File: config.mk
export PLATFORM = sky130hd
export DESIGN_NAME = axis_pattern_gen_flat
export DESIGN_NICKNAME = d
export VERILOG_FILES = /design/src/rtl/axis_pattern_gen_if.sv /design/src/rtl/axis_pattern_gen.sv /design/src/flat_wrapper.sv
export SDC_FILE = /design/constraint.sdc
export NUM_CORES = 1
export LEC_CHECK = 0
export CORE_MARGIN = 1.5
export CORE_UTILIZATION = 38
export CTS_BUF_LIST = sky130_fd_sc_hd__clkbuf_2 sky130_fd_sc_hd__clkbuf_4 sky130_fd_sc_hd__clkbuf_8
export CTS_CLUSTER_DIAMETER = 30
export DETAILED_ROUTE_END_ITERATION = 10
export PLACE_DENSITY = 0.66
export SYNTH_ARGS = -nofsm -noshare
export SYNTH_HDL_FRONTEND = slang
export SYNTH_SLANG_ARGS = --single-unit
export TNS_END_PERCENT = 50
File: constraint.sdc
create_clock -name clk -period 4.3 [get_ports clk]
set_input_delay 0.43 -clock clk [delete_from_list [all_inputs] [get_ports clk]]
set_output_delay 0.43 -clock clk [all_outputs]
set_load 0.02 [all_outputs]
File: src/rtl/axis_pattern_gen_if.sv
// AXI4-Stream bundle for the pattern generator: data, byte enables, valid/last
// from the source, ready from the sink.
interface axis_pattern_gen_if #(
  parameter int DATA_WIDTH = 64
);
  logic [DATA_WIDTH-1:0]   tdata;
  logic [DATA_WIDTH/8-1:0] tkeep;
  logic                    tvalid;
  logic                    tlast;
  logic                    tready;

  modport master (output tdata, tkeep, tvalid, tlast, input tready);
  modport slave  (input tdata, tkeep, tvalid, tlast, output tready);
endinterface

File: src/rtl/axis_pattern_gen.sv
// AXI4-Stream test-pattern source: a run of fixed-length packets separated by an
// idle gap, with INCR / BYTE_RAMP / LFSR / CONST payloads and boundary abort.
module axis_pattern_gen #(
  parameter int DATA_WIDTH   = 64,
  parameter int LENGTH_WIDTH = 16,
  parameter int PKT_WIDTH    = 16,
  parameter int GAP_WIDTH    = 8
) (
  input  logic                    clk,
  input  logic                    rst,
  input  logic                    i_start,
  input  logic                    i_abort,
  input  logic [LENGTH_WIDTH-1:0] i_length,
  input  logic [PKT_WIDTH-1:0]    i_pkt_num,
  input  logic [GAP_WIDTH-1:0]    i_gap,
  input  logic [1:0]              i_mode,
  input  logic [31:0]             i_seed,
  axis_pattern_gen_if.master      m_axis,
  output logic                    o_busy,
  output logic                    o_done,
  output logic [PKT_WIDTH-1:0]    o_pkt_cnt,
  output logic [1:0]              o_state
);
  // Stream handshake: a beat transfers on a rising clk edge where tvalid and
  // tready are both high; tvalid is a function of state only, never of tready,
  // and tdata/tkeep/tlast hold while tvalid is high and the beat is not taken.

  localparam int STRB = DATA_WIDTH / 8;
  localparam int BW   = LENGTH_WIDTH + 1;
  localparam logic [BW-1:0]        BEAT_ONE  = BW'(1);
  localparam logic [BW-1:0]        STRB_M1   = BW'(STRB - 1);
  localparam logic [BW-1:0]        STRB_BW   = BW'(STRB);
  localparam logic [7:0]           STRB_B    = 8'(STRB % 256);
  localparam logic [PKT_WIDTH-1:0] PKT_ONE   = PKT_WIDTH'(1);
  localparam logic [GAP_WIDTH-1:0] GAP_ONE   = GAP_WIDTH'(1);
  localparam logic [31:0]          LFSR_TAPS = 32'h8020_0003;

  localparam logic [1:0] M_INCR  = 2'd0;
  localparam logic [1:0] M_RAMP  = 2'd1;
  localparam logic [1:0] M_LFSR  = 2'd2;
  localparam logic [1:0] M_CONST = 2'd3;

  typedef enum logic [1:0] {S_IDLE = 2'd0, S_SEND = 2'd1, S_GAP = 2'd2} state_t;

  state_t                r_state, w_next;
  logic [BW-1:0]         r_beats, r_tail, r_beat_idx;
  logic [PKT_WIDTH-1:0]  r_pkt_num, r_pkt_cnt;
  logic [GAP_WIDTH-1:0]  r_gap, r_gap_cnt;
  logic [1:0]            r_mode;
  logic [31:0]           r_seed, r_ctr, r_lfsr;
  logic [7:0]            r_ramp;
  logic                  r_abort, r_done;

  logic                  w_hs, w_last_beat, w_final, w_abort, w_start_ok;
  logic [BW-1:0]         w_len_ext;

  assign w_len_ext   = {1'b0, i_length};
  assign w_start_ok  = i_start && (i_length != '0) && (i_pkt_num != '0);
  assign w_hs        = (r_state == S_SEND) && m_axis.tready;
  assign w_last_beat = (r_beat_idx == r_beats - BEAT_ONE);
  assign w_final     = (r_pkt_cnt + PKT_ONE == r_pkt_num);
  assign w_abort     = r_abort || i_abort;

  always_ff @(posedge clk) begin
    if (rst) r_state <= S_IDLE;
    else     r_state <= w_next;
  end

  always_comb begin
    w_next = r_state;
    case (r_state)
      S_IDLE: if (w_start_ok) w_next = S_SEND;
      S_SEND: begin
        if (w_hs && w_last_beat) begin
          if (w_final || w_abort) w_next = S_IDLE;
          else if (r_gap != '0)   w_next = S_GAP;
          else                    w_next = S_SEND;
        end
      end
      S_GAP: begin
        if (w_abort)                 w_next = S_IDLE;
        else if (r_gap_cnt == GAP_ONE) w_next = S_SEND;
      end
      default: w_next = S_IDLE;
    endcase
  end

  always_ff @(posedge clk) begin
    if (rst) begin
      r_beats <= '0; r_tail <= '0; r_beat_idx <= '0;
      r_pkt_num <= '0; r_pkt_cnt <= '0; r_gap <= '0; r_gap_cnt <= '0;
      r_mode <= '0; r_seed <= '0; r_ctr <= '0; r_lfsr <= '0; r_ramp <= '0;
      r_abort <= 1'b0; r_done <= 1'b0;
    end else begin
      r_done <= 1'b0;
      if (r_state == S_IDLE) begin
        if (w_start_ok) begin
          r_beats    <= (w_len_ext + STRB_M1) / STRB_BW;
          r_tail     <= w_len_ext % STRB_BW;
          r_pkt_num  <= i_pkt_num;
          r_gap      <= i_gap;
          r_mode     <= i_mode;
          r_seed     <= i_seed;
          r_ctr      <= i_seed;
          r_lfsr     <= (i_seed == 32'h0) ? 32'h1 : i_seed;
          r_pkt_cnt  <= '0;
          r_beat_idx <= '0;
          r_ramp     <= '0;
          r_abort    <= 1'b0;
        end
      end else if (i_abort) begin
        r_abort <= 1'b1;
      end
      // Generator state moves only on an accepted beat and carries across packets.
      if (w_hs) begin
        r_ctr      <= r_ctr + 32'd1;
        r_lfsr     <= {1'b0, r_lfsr[31:1]} ^ (r_lfsr[0] ? LFSR_TAPS : 32'h0);
        r_ramp     <= r_ramp + STRB_B;
        r_beat_idx <= r_beat_idx + BEAT_ONE;
        if (w_last_beat) begin
          r_beat_idx <= '0;
          r_ramp     <= '0;
          r_pkt_cnt  <= r_pkt_cnt + PKT_ONE;
          r_gap_cnt  <= r_gap;
        end
      end
      if (r_state == S_GAP) r_gap_cnt <= r_gap_cnt - GAP_ONE;
      if (r_state != S_IDLE && w_next == S_IDLE) begin
        r_done  <= 1'b1;
        r_abort <= 1'b0;
      end
    end
  end

  always_comb begin
    m_axis.tdata  = '0;
    m_axis.tkeep  = '0;
    m_axis.tvalid = (r_state == S_SEND);
    m_axis.tlast  = (r_state == S_SEND) && w_last_beat;
    o_busy        = (r_state != S_IDLE);
    o_done        = r_done;
    o_pkt_cnt     = r_pkt_cnt;
    o_state       = r_state;
    if (r_state == S_SEND) begin
      for (int k = 0; k < STRB; k++) begin
        case (r_mode)
          M_INCR:  m_axis.tdata[k*8 +: 8] = (k < 4) ? r_ctr[(k%4)*8 +: 8] : 8'h00;
          M_RAMP:  m_axis.tdata[k*8 +: 8] = r_ramp + 8'(k);
          M_LFSR:  m_axis.tdata[k*8 +: 8] = r_lfsr[(k%4)*8 +: 8];
          M_CONST: m_axis.tdata[k*8 +: 8] = r_seed[(k%4)*8 +: 8];
          default: m_axis.tdata[k*8 +: 8] = 8'h00;
        endcase
        m_axis.tkeep[k] = !w_last_beat || (r_tail == '0) || (BW'(k) < r_tail);
      end
    end
  end
endmodule

File: src/flat_wrapper.sv
// flat-port wrapper written by rule: the top's interface ports become plain ports
module axis_pattern_gen_flat 
#(
  parameter int DATA_WIDTH   = 64,
  parameter int LENGTH_WIDTH = 16,
  parameter int PKT_WIDTH    = 16,
  parameter int GAP_WIDTH    = 8
)
  (clk, rst, i_start, i_abort, i_length, i_pkt_num, i_gap, i_mode, i_seed, o_busy, o_done, o_pkt_cnt, o_state, m_axis_tdata, m_axis_tkeep, m_axis_tvalid, m_axis_tlast, m_axis_tready);
  axis_pattern_gen_if #(.DATA_WIDTH(DATA_WIDTH)) m_axis_i ();
  input  logic clk;
  input  logic rst;
  input  logic i_start;
  input  logic i_abort;
  input  logic [LENGTH_WIDTH-1:0] i_length;
  input  logic [PKT_WIDTH-1:0] i_pkt_num;
  input  logic [GAP_WIDTH-1:0] i_gap;
  input  logic [1:0] i_mode;
  input  logic [31:0] i_seed;
  output logic o_busy;
  output logic o_done;
  output logic [PKT_WIDTH-1:0] o_pkt_cnt;
  output logic [1:0] o_state;
  output wire logic [$bits(m_axis_i.tdata)-1:0] m_axis_tdata;
  output wire logic [$bits(m_axis_i.tkeep)-1:0] m_axis_tkeep;
  output wire logic [$bits(m_axis_i.tvalid)-1:0] m_axis_tvalid;
  output wire logic [$bits(m_axis_i.tlast)-1:0] m_axis_tlast;
  input wire logic [$bits(m_axis_i.tready)-1:0] m_axis_tready;
  assign m_axis_tdata = m_axis_i.tdata;
  assign m_axis_tkeep = m_axis_i.tkeep;
  assign m_axis_tvalid = m_axis_i.tvalid;
  assign m_axis_tlast = m_axis_i.tlast;
  assign m_axis_i.tready = m_axis_tready;
  axis_pattern_gen #(.DATA_WIDTH(DATA_WIDTH), .LENGTH_WIDTH(LENGTH_WIDTH), .PKT_WIDTH(PKT_WIDTH), .GAP_WIDTH(GAP_WIDTH)) u_core (.clk(clk), .rst(rst), .i_start(i_start), .i_abort(i_abort), .i_length(i_length), .i_pkt_num(i_pkt_num), .i_gap(i_gap), .i_mode(i_mode), .i_seed(i_seed), .m_axis(m_axis_i), .o_busy(o_busy), .o_done(o_done), .o_pkt_cnt(o_pkt_cnt), .o_state(o_state));
endmodule
* After elaboration in Yosys (flattened, before gate mapping) *
Index checks and enable logic that the tools add are counted.

storage, ports and cells
  output and inout bits = 94
  memories kept = 0
  ROM bits = 0
  RAM bits = 0
  bits in latches = 0
  word-level logic and storage cells = 128
  bits in registers = 192

operators by class
  $mul = 0
  shift operators = 0
  reductions and logical operators = 37
  bitwise operators = 1
  multiplexer cells = 44
  divide/modulo/power cells = 0
  order comparisons = 8
  $add $sub $neg = 14
  equality and inequality tests = 9

operator list
  operator                                            count
  two-way mux 32 bit                                  8
  case mux 8 bit (4 select lines)                     8
  two-way mux 17 bit                                  4
  two-way mux 16 bit                                  4
  two-way mux 64 bit                                  1
  two-way mux 8 bit                                   8
  adder 32 x 1 -> 32 bit, second input constant       1
  adder 8 x 3 -> 8 bit, second input constant         4
  logical NOT 32 bit                                  1
  nonzero test 16 bit                                 2
  XOR 31 x 32 -> 32 bit                               1
  adder 16 x 3 -> 17 bit, second input constant       1
  adder 17 x 1 -> 17 bit, second input constant       1
  equality test 17 bit                                1
  logical NOT 17 bit                                  1
  adder 16 x 1 -> 16 bit, second input constant       1
  adder 8 x 2 -> 8 bit, second input constant         2
  equality test 16 bit                                1
  subtractor 14 x 1 -> 15 bit, second input constant  1
  < comparator 3 bit, first input constant            4
  two-way mux 2 bit                                   6
  nonzero test 2 bit                                  6
  logical OR 1 bit                                    11
  adder 8 x 1 -> 8 bit, second input constant         1
  other kinds (16)                                    34

* Depth between registers and ports, before layout *
Gate-level depths: netlist of the first run.

  word-level depth = 9
  depth in mapped cells = 15
  gate-level depth less buffers = 10

* Worst setup path after synthesis of the first run *
No wires, ideal clock.

  path kind = flip-flop to output port
  start point = register u_core.r_beats[0]
  end point = output m_axis_tkeep[3]
  stages on the path, launching flop included = 14
  required time = 3.870 ns
  slack = 1.026 ns
  data arrival time = 2.844 ns
  path through = dfxtp_1 > clkbuf_1 > inv_1 > ha_1 > clkbuf_1 > clkbuf_1 > nor4b_1 > a31oi_1 > o211ai_2 > o211ai_2 > or4_1 > clkbuf_1 > nor2_1 > a21oi_1

on the way
  word-level cells in the longest chain between the ends = 6

ends and longest elaborated chain
  item                            RTL line                 RTL
  start, declared                 axis_pattern_gen.sv:46   logic [BW-1:0] r_beats, r_tail, r_beat_idx;
  start signal, assigned          axis_pattern_gen.sv:98   r_beats <= (w_len_ext + STRB_M1) / STRB_BW;
  subtractor 14 x 1 -> 15 bit     axis_pattern_gen.sv:60   assign w_last_beat = (r_beat_idx == r_beats - BEAT_ONE);
  equality test 17 bit            axis_pattern_gen.sv:60
  logical NOT 1 bit               axis_pattern_gen.sv:153  m_axis.tkeep[k] = !w_last_beat || (r_tail == '0) || (BW'(k) < r_tail);
  logical OR 1 bit (2 in series)  axis_pattern_gen.sv:153
  two-way mux 8 bit               axis_pattern_gen.sv:144  if (r_state == S_SEND) begin
  end, declared                   flat_wrapper.sv:25       output wire logic [$bits(m_axis_i.tkeep)-1:0] m_axis_tkeep;

Every way passes these cells.

* Worst setup path in the final report of the first run *
  start point = register u_core.r_beats[1]
  end point = output m_axis_tlast

on the way
  word-level cells in the longest chain between the ends = 3

ends and longest elaborated chain
  item                         RTL line                 RTL
  subtractor 14 x 1 -> 15 bit  axis_pattern_gen.sv:60
  equality test 17 bit         axis_pattern_gen.sv:60
  logical AND 1 bit            axis_pattern_gen.sv:139  m_axis.tlast = (r_state == S_SEND) && w_last_beat;
  end, declared                flat_wrapper.sv:27       output wire logic [$bits(m_axis_i.tlast)-1:0] m_axis_tlast;

Every way passes these cells.

==> results of run 1 <==
==> metrics by stage <==
step	hold WS (ps)	utilization, %	area, sq um
global placement	438	45.9	12300
floorplan	433	-	10400
detailed placement	445	45.9	12300
global route	484	47.9	12900
finish	457	47.9	12900
CTS	459	47.8	12800
==> routing by layer <==
metal | vias to the layer above | global-route usage [%]
li1 | 5203 | -
met1 | 4975 | 31.7
met2 | 423 | 37.8
met3 | 50 | 4.56
met4 | 0 | 6.91
met5 | - | 0
==> where the power goes <==
part | switching, W | internal, W | total (W)
sequential | 0.000138 | 0.00187 | 0.00200
clock | 0.000673 | 0.000804 | 0.00148
combinational | 0.000584 | 0.000399 | 0.000983
==> placed cells by master, fill, tap and decap left out, types with 23 or more instances in the layout <==
| master | netlist | layout |
|---|---|---|
| clkdlybuf4s50_1 | 0 | 167 |
| xnor2_1 | 25 | 25 |
| a31oi_1 | 61 | 61 |
| nand3_1 | 41 | 41 |
| o21ai_0 | 61 | 61 |
| a21o_1 | 46 | 46 |
| dfxtp_1 | 189 | 187 |
| xor2_1 | 28 | 28 |
| nand2_1 | 293 | 293 |
| or3_1 | 27 | 27 |
| inv_1 | 27 | 27 |
| nand4_1 | 23 | 23 |
| nor2_1 | 94 | 93 |
| a21oi_1 | 149 | 149 |
==> cells by family after synthesis <==
| logic type | Yosys count | share of synthesized area (%) |
|---|---|---|
| AO/OA/AOI/OAI | 387 | 22.7 |
| XOR/XNOR | 53 | 4.47 |
| adder cells (fa/ha/maj) | 7 | 0.843 |
| buffers and inverters | 121 | 4.60 |
| flip-flops | 189 | 36.4 |
| multiplexers | 34 | 3.54 |
| AND/OR/NAND/NOR | 607 | 27.4 |
==> Yosys cell counts, types with 12 or more instances <==
library cell | instances | share of area [%]
nand4_1 | 23 | 1.4
nand2_1 | 293 | 11
a31oi_1 | 61 | 3.7
mux2_2 | 22 | 2.4
xnor2_1 | 25 | 2.1
a21oi_1 | 149 | 7.2
dfxtp_1 | 189 | 36
nor3_1 | 20 | 0.96
clkbuf_1 | 80 | 2.9
and3_1 | 14 | 0.84
inv_1 | 27 | 0.98
nand2b_1 | 15 | 0.90
mux2i_1 | 12 | 1.2
a21o_1 | 46 | 3.3
or3_1 | 27 | 1.6
nor2_1 | 94 | 3.4
nor4_1 | 21 | 1.3
xor2_1 | 28 | 2.4
o21ai_0 | 61 | 2.9
nand3_1 | 41 | 2.0
a211oi_1 | 12 | 0.87
==> cell type report <==
class	count	area, sq um
inverter	27	101
clock inverter	12	228
tap	341	427
multi-input combinational	1088	6170
antenna	1	2.50
fill	2693	14000
timing repair buffer	189	1880
clock buffer	20	275
sequential	189	3790
==> worst max-delay path by stage <==
stage	depth (start not counted)	endpoint	slack [ps]
after floorplan	13	m_axis_tkeep[3]	1030
after global placement	9	m_axis_tkeep[5]	580
after detailed placement	9	m_axis_tkeep[3]	530
after CTS	9	m_axis_tkeep[3]	90
after global routing	10	m_axis_tkeep[1]	60
final	9	m_axis_tlast	280
==> state kept, by name, indices dropped and copies added (netlist names), 2 cells and up <==
name	flops
u_core.o_pkt_cnt	16
u_core.o_state	2
u_core.r_beat_idx	17
u_core.r_beats	14
u_core.r_ctr	32
u_core.r_gap	8
u_core.r_gap_cnt	8
u_core.r_lfsr	32
u_core.r_mode	2
u_core.r_pkt_num	16
u_core.r_ramp	5
u_core.r_seed	32
u_core.r_tail	3
==> timing repair <==
| action | CTS | global route |
|---|---|---|
| hold buffers | 0 | 0 |
| setup buffers | 0 | 1 |
| pin swaps | 0 | 1 |
| resized for setup | 1 | 7 |
| setup endpoints to repair | 2 | 8 |
==> critical path: cells and delay by family (launching register included) <==
kind	cells	cell delay, ps
and+or+nand+nor	4	1090
AOI/OAI and AO/OA	1	350
DFF	1	460
buffers and inverters	3	990
adders and majority gates	1	220
==> impl_results.md, run 1 <==
- CP Class: reg -> out
- Row count: 60
- Die Wd: 168 um
- Startpoint types: flop
- Unrepaired setup endpoints after global routing: no
- Max Cap Violations: 0
- Avg Cell Area, Syn: 7.43 sq um
- Met2 wire length: 15,200 um
- Wire length on met3: 2520 um
- Final setup skew: 15.9 ps
- Final setup violation count: 0
- GRT Resource Usage Total: 23.4%
- Post-DP HPWL: 23,100 um
- Worst path required time: 3870 ps
- Worst EP arrival: 3590 ps
- TritonCTS clock tree: yes
- Final Hold Fails: 0
- Skew-Pair Late Insertion Delay: 480 ps
- CTS max path bufs: 2
- Layout cell share with drive strength beyond 1: 6.36%
- Reg-to-Reg End: u_core.o_pkt_cnt[11]
- Most frequent CP cell: nor4b_1
- TritonCTS Buffers: 17
- Vias per cell: 5.70
- Worst Hold End: u_core.r_seed[24]
- Port bufs: 172
- CP Launch Point: u_core.r_beats[1]
- Post-synthesis sequential area ratio: 36.4%
- First-pass iteration count of the detailed router: 5
- Worst R2R Setup Slack: 1010 ps
- CP Cell Sequence: inv_1 -> ha_2 -> buf_4 -> nor2b_1 -> o311a_1 -> nor4b_1 -> nand3_1 -> nor4b_1 -> clkdlybuf4s50_1
- PD cells: 347 nW/um^2
- Max-slew violation count: 0
- Antenna Nets Post-Route: 0
- Final #Nets: 1,598
- Initial antenna violation count: 1
- Reg2Reg Depth: 10
- Ys Warns: 0
- DR top layer: met4
- Slew HR: 31.4%
- Placed cells: 1,833
- Slowest stage cell, crit path: clkdlybuf4s50_1
- Slowest stage delay, CP: 710 ps
- Post-synthesis async set-or-reset flop share: 0%
- Post-Route WL: 33,500 um
- Layout overhead on the synthesized area: 23.9%
- H-tree levels: 4
- Vias in the first global route: 9,891
- Slew of the pin with the lowest slew margin: 1030 ps
- Maximum clock frequency: 0.248 GHz
- Die height: 168 um
- Peak supply drop: 0.177 mV
- Post-Layout Cell Count: 1,867
- GRT overflow: 0
- Core Region: 26,900 sq um
- Crit share post-route: 93.6%
- Distinct cells, synth: 65
- Final worst path period need: 4020 ps
- Detailed Route Iter0 Violations: 956
- Final total power: 0.00447 W
- Critical path fanouts, max: 13
- Setup TNS: 0 ps
- Dominant synthesized flop cell: dfxtp_1
- Syn nets: 1,484
- First-pass GRT wire length: 53,200 um
- Drt drc: 0
- HP Class: reg -> reg
- Largest net degree at the start of global routing: 97
- Final setup margin: 276 ps
- HP Start: u_core.r_seed[24]
- CTS sink count: 189
- Reg-to-Reg Start: u_core.r_beats[1]
- Synthesized instance count: 1,398
- Die area: 28,300 sq um
- DR WL/cell: 18.0 um
- Synth Register Bits: 189
- Post-synth EDFFs: 0
- Starting density of the core: 38.7%
- GPL Wtd Cong: 0.918
- M1 WL: 15,100 um
- DP Worst Slack: 526 ps
- Clock-pin slew on the worst setup and hold paths: 100 ps
- Clk root buf: clkbuf_8
- Vias: 10,700
- I/O pin cnt: 173
- Status: finished, final reports clean
- Area of the mapped netlist: 10,400 sq um
- Critical Path End Type: output port
- Worst hold stages: 2
- P_leak: 4.71 nW
(Power assumes the default switching activity.)
==> run 2, diff against run 1 <==
CORE_ASPECT_RATIO = 1.1   (was not set)
==> impl_results.md, run 2 (synthesized netlist as in run 1, its figures left out) <==
- TritonCTS clock tree: yes
- Wire length on met3: 2540 um (+0.79%)
- GPL Wtd Cong: 0.899 (-2.0%)
- Layout cell share with drive strength beyond 1: 6.61% (+0.24 points)
- P_leak: 4.72 nW (+0.22%)
- Vias: 10,800 (+1.0%)
- Met2 wire length: 15,100 um (-0.45%)
- Slew of the pin with the lowest slew margin: 1030 ps (+0.811 ps)
- Skew-Pair Late Insertion Delay: 470 ps (about the same)
- M1 WL: 15,100 um (-0.36%)
- Worst path required time: 3870 ps (about the same)
- TritonCTS Buffers: 17 (unchanged)
- CTS sink count: 189 (unchanged)
- HP Class: reg -> reg
- Startpoint types: flop
- First-pass iteration count of the detailed router: 8 (+3)
- Initial antenna violation count: 2 (+1)
- Crit share post-route: 92.9% (-0.66 points)
- CTS max path bufs: 2 (unchanged)
- Maximum clock frequency: 0.250 GHz (+0.71%)
- Core Region: 27,000 sq um (+0.31%)
- DR top layer: met5
- CP Class: reg -> out
- Status: finished, final reports clean
- Die Wd: 161 um (-4.6%)
- PD cells: 339 nW/um^2 (-2.2%)
- First-pass GRT wire length: 52,900 um (-0.49%)
- Antenna Nets Post-Route: 0 (unchanged)
- Final setup skew: 20.9 ps (+5.00 ps)
- Die height: 176 um (+4.8%)
- Most common cell after layout, fill and taps aside: nand2_1
- Setup TNS: 0 ps (unchanged)
- Min Hold Slack: 457 ps (-0.340 ps)
- Reg2Reg Depth: 10 (unchanged)
- Max Cap Violations: 0 (unchanged)
- Clk root buf: clkbuf_8
- Max-slew violation count: 0 (unchanged)
- DP Worst Slack: 430 ps (-96.6 ps)
- I/O pin cnt: 173 (unchanged)
- GRT Resource Usage Total: 23.3% (-0.16 points)
- Unrepaired setup endpoints after global routing: no
- Largest regs: u_core.r_ctr (32), u_core.r_lfsr (32), u_core.r_seed (32)
- Critical Path End Type: output port
- Detailed Route Iter0 Violations: 943 (-1.4%)
- Post-Route WL: 33,500 um (about the same)
- Worst hold stages: 2 (unchanged)
- Vias in the first global route: 9,932 (+0.41%)
- Post-DP HPWL: 23,400 um (+1.1%)
- Critical path fanouts, max: 14 (+1)
- Final setup margin: 304 ps (+28.2 ps)
- DR WL/cell: 17.8 um (-0.94%)
- Most frequent cells in the layout: nand2_1, dfxtp_1, clkdlybuf4s50_1
- Final setup violation count: 0 (unchanged)
- Peak supply drop: 0.171 mV (-3.3%)
- Final Hold Fails: 0 (unchanged)
- Final total power: 0.00438 W (-1.9%)
- Clock-pin slew on the worst setup and hold paths: 90 ps (about the same)
- N_diodes: 0 (-1)
- Post-CTS Hold Buffers: 0 (unchanged)
- Die area: 28,300 sq um (about the same)
- Slew HR: 31.3% (-0.054 points)
- Vias per cell: 5.71 (about the same)
- Port bufs: 172 (unchanged)
- GRT overflow: 0 (unchanged)
- Final worst path period need: 4000 ps (-28.2 ps)
- Worst EP arrival: 3570 ps (-20 ps)
- Starting density of the core: 38.5% (-0.12 points)
- Drt drc: 0 (unchanged)
- H-tree levels: 4 (unchanged)
- Final #Nets: 1,603 (+0.31%)
- Largest net degree at the start of global routing: 93 (-4.1%)
- Row count: 63 (+5.0%)
- Layout overhead on the synthesized area: 24.2%
## run 2: changes by cell type in the layout (fill, tap and decap cells not counted), sizes merged
cell / before / now
bufinv: 6 / 5
clkbuf: 20 / 21
clkinv: 1 / 3
inv: 31 / 27
diode: 1 / 0
clkinvlp: 1 / 2
buf: 18 / 23
## run 2: repair_timing
| item | 4_1_cts | 5_1_grt |
|---|---|---|
| resized for setup | 1 | 7 |
| pin swaps | 0 | 1 |
| setup endpoints to repair | 4 | 7 |
| buffers inserted | 0 | 2 |
## run 2: path summary, 6_finish.rpt
kind / start / endpoint / slack [ps]
hold / removal: u_core.r_seed[15] / u_core.r_seed[15] / 460
hold reg to reg: u_core.r_seed[15] / u_core.r_seed[15] / 460
setup reg to reg: u_core.r_beats[0] / u_core.o_pkt_cnt[9] / 1030
setup / recovery: u_core.r_beats[0] / m_axis_tkeep[2] / 300
## run 2: metal layers
layer | track usage [%] | vias to the layer above
met5 | 0 | -
met4 | 8.02 | 4
met3 | 4.53 | 57
met2 | 37.1 | 422
met1 | 31.4 | 5061
li1 | - | 5218
## run 2: critical path: stages, from the launching register on
cell	delay [ps]
dfxtp_1	480
inv_1	80
ha_1	260
buf_4	200
nor2b_1	140
o311a_1	360
nor4b_2	330
nand4_1	220
nor2_1	320
a31oi_1	150
clkdlybuf4s50_1	570
## run 2: final cells by class
cell class | instances | area [sq um]
fill | 2725 | 14100
inverter | 27 | 101
tap | 357 | 447
sequential | 189 | 3780
clock inverter | 10 | 188
multi-input combinational | 1088 | 6170
clock buffer | 21 | 277
timing repair buffer | 194 | 1930
## run 2: power breakdown
part / leakage, nW / switching [W] / internal [W] / total (W)
Combinational: 2.95 / 0.000588 / 0.000408 / 0.000997
Clock: 0.229 / 0.000648 / 0.000734 / 0.00138
Sequential: 1.55 / 0.000133 / 0.00187 / 0.00200
Total: 4.72 / 0.00137 / 0.00301 / 0.00438
## run 2: stage by stage
step                utilization (%)  std cells  cell area, sq um
finish                         47.9       1886             12900
global route                   47.9       1886             12900
CTS                            47.7       1884             12900
detailed placement             46.0       1853             12400
global placement               46.0       1853             12400
floorplan                         -       1398             10400
==> run 3, diff against run 2 <==
GPL_TIMING_DRIVEN = 0   (was not set)
==> impl_results.md, run 3 (synthesized netlist as in run 1, its figures left out) <==
- Status: finished, final reports clean
- Largest net degree at the start of global routing: 17 (-82%)
- Vias in the first global route: 10,400 (+4.5%)
- Slew of the pin with the lowest slew margin: 1010 ps (-18.2 ps)
- First-pass GRT wire length: 58,900 um (+11%)
- HP Class: reg -> reg
- Clk root buf: clkbuf_8
- CP Launch Point: u_core.r_mode[0]
- First-pass iteration count of the detailed router: 5 (-3)
- Reg-to-Reg Start: u_core.r_beats[1]
- Final setup violation count: 0 (unchanged)
- Maximum clock frequency: 0.237 GHz (-5.4%)
- Post-DP HPWL: 28,300 um (+21%)
- Most common cell after layout, fill and taps aside: nand2_1
- Vias per cell: 5.79 (+1.5%)
- TritonCTS clock tree: yes
- Net Switching: 0.00146 W (+6.7%)
- Final setup skew: 17.3 ps (-3.66 ps)
- Worst path required time: 3870 ps (about the same)
- Post-Route WL: 38,300 um (+14%)
- Antenna Nets Post-Route: 0 (unchanged)
- Min Hold Slack: 457 ps (+0.508 ps)
- Final total power: 0.00435 W (-0.66%)
- GRT Resource Usage Total: 26.7% (+3.4 points)
- GRT overflow: 0 (unchanged)
- Skew-Pair Late Insertion Delay: 490 ps (+20 ps)
- CTS max path bufs: 2 (unchanged)
- Critical Path End Type: output port
- H-tree levels: 4 (unchanged)
- TritonCTS Buffers: 17 (unchanged)
- Seq pwr share: 45.8% (about the same)
- CP Class: reg -> out
- Worst EP arrival: 3790 ps (+220 ps)
- Max Cap Violations: 0 (unchanged)
- HP Start: u_core.r_seed[6]
- Clock Power Share: 29.7% (-1.9 points)
- Die height: 176 um (unchanged)
- Max-slew violation count: 0 (unchanged)
- Final worst path period need: 4220 ps (+228 ps)
- Final Hold Fails: 0 (unchanged)
- Core Region: 27,000 sq um (unchanged)
- Row count: 63 (unchanged)
- Final #Nets: 1,672 (+4.3%)
- P_leak: 4.68 nW (-0.93%)
- CTS sink count: 189 (unchanged)
- Critical path fanouts, max: 10 (-4)
- Post-CTS Hold Buffers: 0 (unchanged)
- Clock-pin slew on the worst setup and hold paths: 90 ps (about the same)
- Slew HR: 32.6% (+1.2 points)
- I/O pin cnt: 173 (unchanged)
- Setup TNS: 0 ps (unchanged)
- Crit share post-route: 98.2% (+5.3 points)
- Vias: 11,300 (+5.2%)
- Layout overhead on the synthesized area: 25.0%
- Initial antenna violation count: 0 (-2)
- N_diodes: 0 (unchanged)
- Layout cell share with drive strength beyond 1: 5.07% (-1.5 points)
- Unrepaired setup endpoints after global routing: no
- Starting density of the core: 38.5% (unchanged)
- Switching share of power: 33.6% (+2.3 points)
- DR WL/cell: 19.6 um (+10%)
- Most frequent cells in the layout: nand2_1, dfxtp_1, clkdlybuf4s50_1
- GPL Wtd Cong: 0.958 (+6.6%)
- Die area: 28,300 sq um (unchanged)
- Logic pwr share: 24.5% (+1.7 points)
- Peak supply drop: 0.208 mV (+22%)
- Drt drc: 0 (unchanged)
- Post-CTS Setup Bufs: 0 (unchanged)
- Startpoint types: flop
- Internal Power: 0.00289 W (-4.0%)
- Die Wd: 161 um (unchanged)
- Port bufs: 172 (unchanged)
- Fill count: 2,731 (+0.22%)
- Largest regs: u_core.r_ctr (32), u_core.r_lfsr (32), u_core.r_seed (32)
- PD cells: 335 nW/um^2 (-1.3%)
- Detailed Route Iter0 Violations: 1,096 (+16%)
[run 3: final timing paths]
| check | endpoint | slack (ps) | cells after the start |
|---|---|---|---|
| worst min-delay path | u_core.r_seed[6] | 460 | 2 |
| worst max register to register | u_core.o_pkt_cnt[7] | 870 | 11 |
| worst min register to register | u_core.r_seed[6] | 460 | 2 |
| worst max-delay path | m_axis_tdata[31] | 80 | 7 |
[run 3: metrics by stage]
| stage | std cells | worst slack [ps] | area [sq um] | util [%] |
|---|---|---|---|---|
| floorplan | 1398 | 1030 | 10400 | - |
| global placement | 1927 | 62.1 | 12600 | 46.6 |
| detailed placement | 1927 | 53.8 | 12600 | 46.6 |
| CTS | 1956 | 15.2 | 13000 | 48.2 |
| global route | 1955 | 4.14 | 13000 | 48.2 |
| finish | 1955 | 76.1 | 13000 | 48.2 |
[run 3: area by class of cell]
cell class / count / area, sq um / area share (%)
Multi-Input combinational cell: 1088 / 6150 / 47.4
Clock buffer: 21 / 283 / 2.18
Tap cell: 357 / 447 / 3.44
Buffer: 91 / 367 / 2.82
Timing Repair Buffer: 172 / 1720 / 13.2
Inverter: 27 / 101 / 0.780
Sequential cell: 189 / 3780 / 29.1
Clock inverter: 10 / 136 / 1.05
[run 3: metal layers]
metal / wire length (um) / global-route usage [%] / part of all wire, % / vias to the layer above
met5: 0 / 0 / 0 / -
met4: 1170 / 10.1 / 3.1 / 0
met3: 3840 / 5.43 / 10 / 81
met2: 17100 / 42.2 / 45 / 596
met1: 16200 / 35.7 / 42 / 5292
li1: - / - / - / 5354
[run 3: worst max-delay path, cell delays in order (launching register included)]
cell and delay [ps]:
dfxtp_1 310, clkbuf_1 310, buf_1 600, nor2b_1 410, nand2_1 400, a21oi_1 450, a21o_1 210, clkdlybuf4s50_1 620
[run 3: power by group through the flow]
stage	clock, W	sequential [W]	combinational [W]
floorplan	0	0.00199	0.000633
global route	0.00137	0.00201	0.00115
detailed placement	0	0.00202	0.00105
finish	0.00129	0.00199	0.00107
global placement	0	0.00202	0.00103
CTS	0.00129	0.00199	0.00105
[run 3: repair_timing]
item / in CTS / in global routing
gates resized for setup: 8 / 3
hold endpoints to repair: 0 / 0
endpoints found under the setup margin: 14 / 5
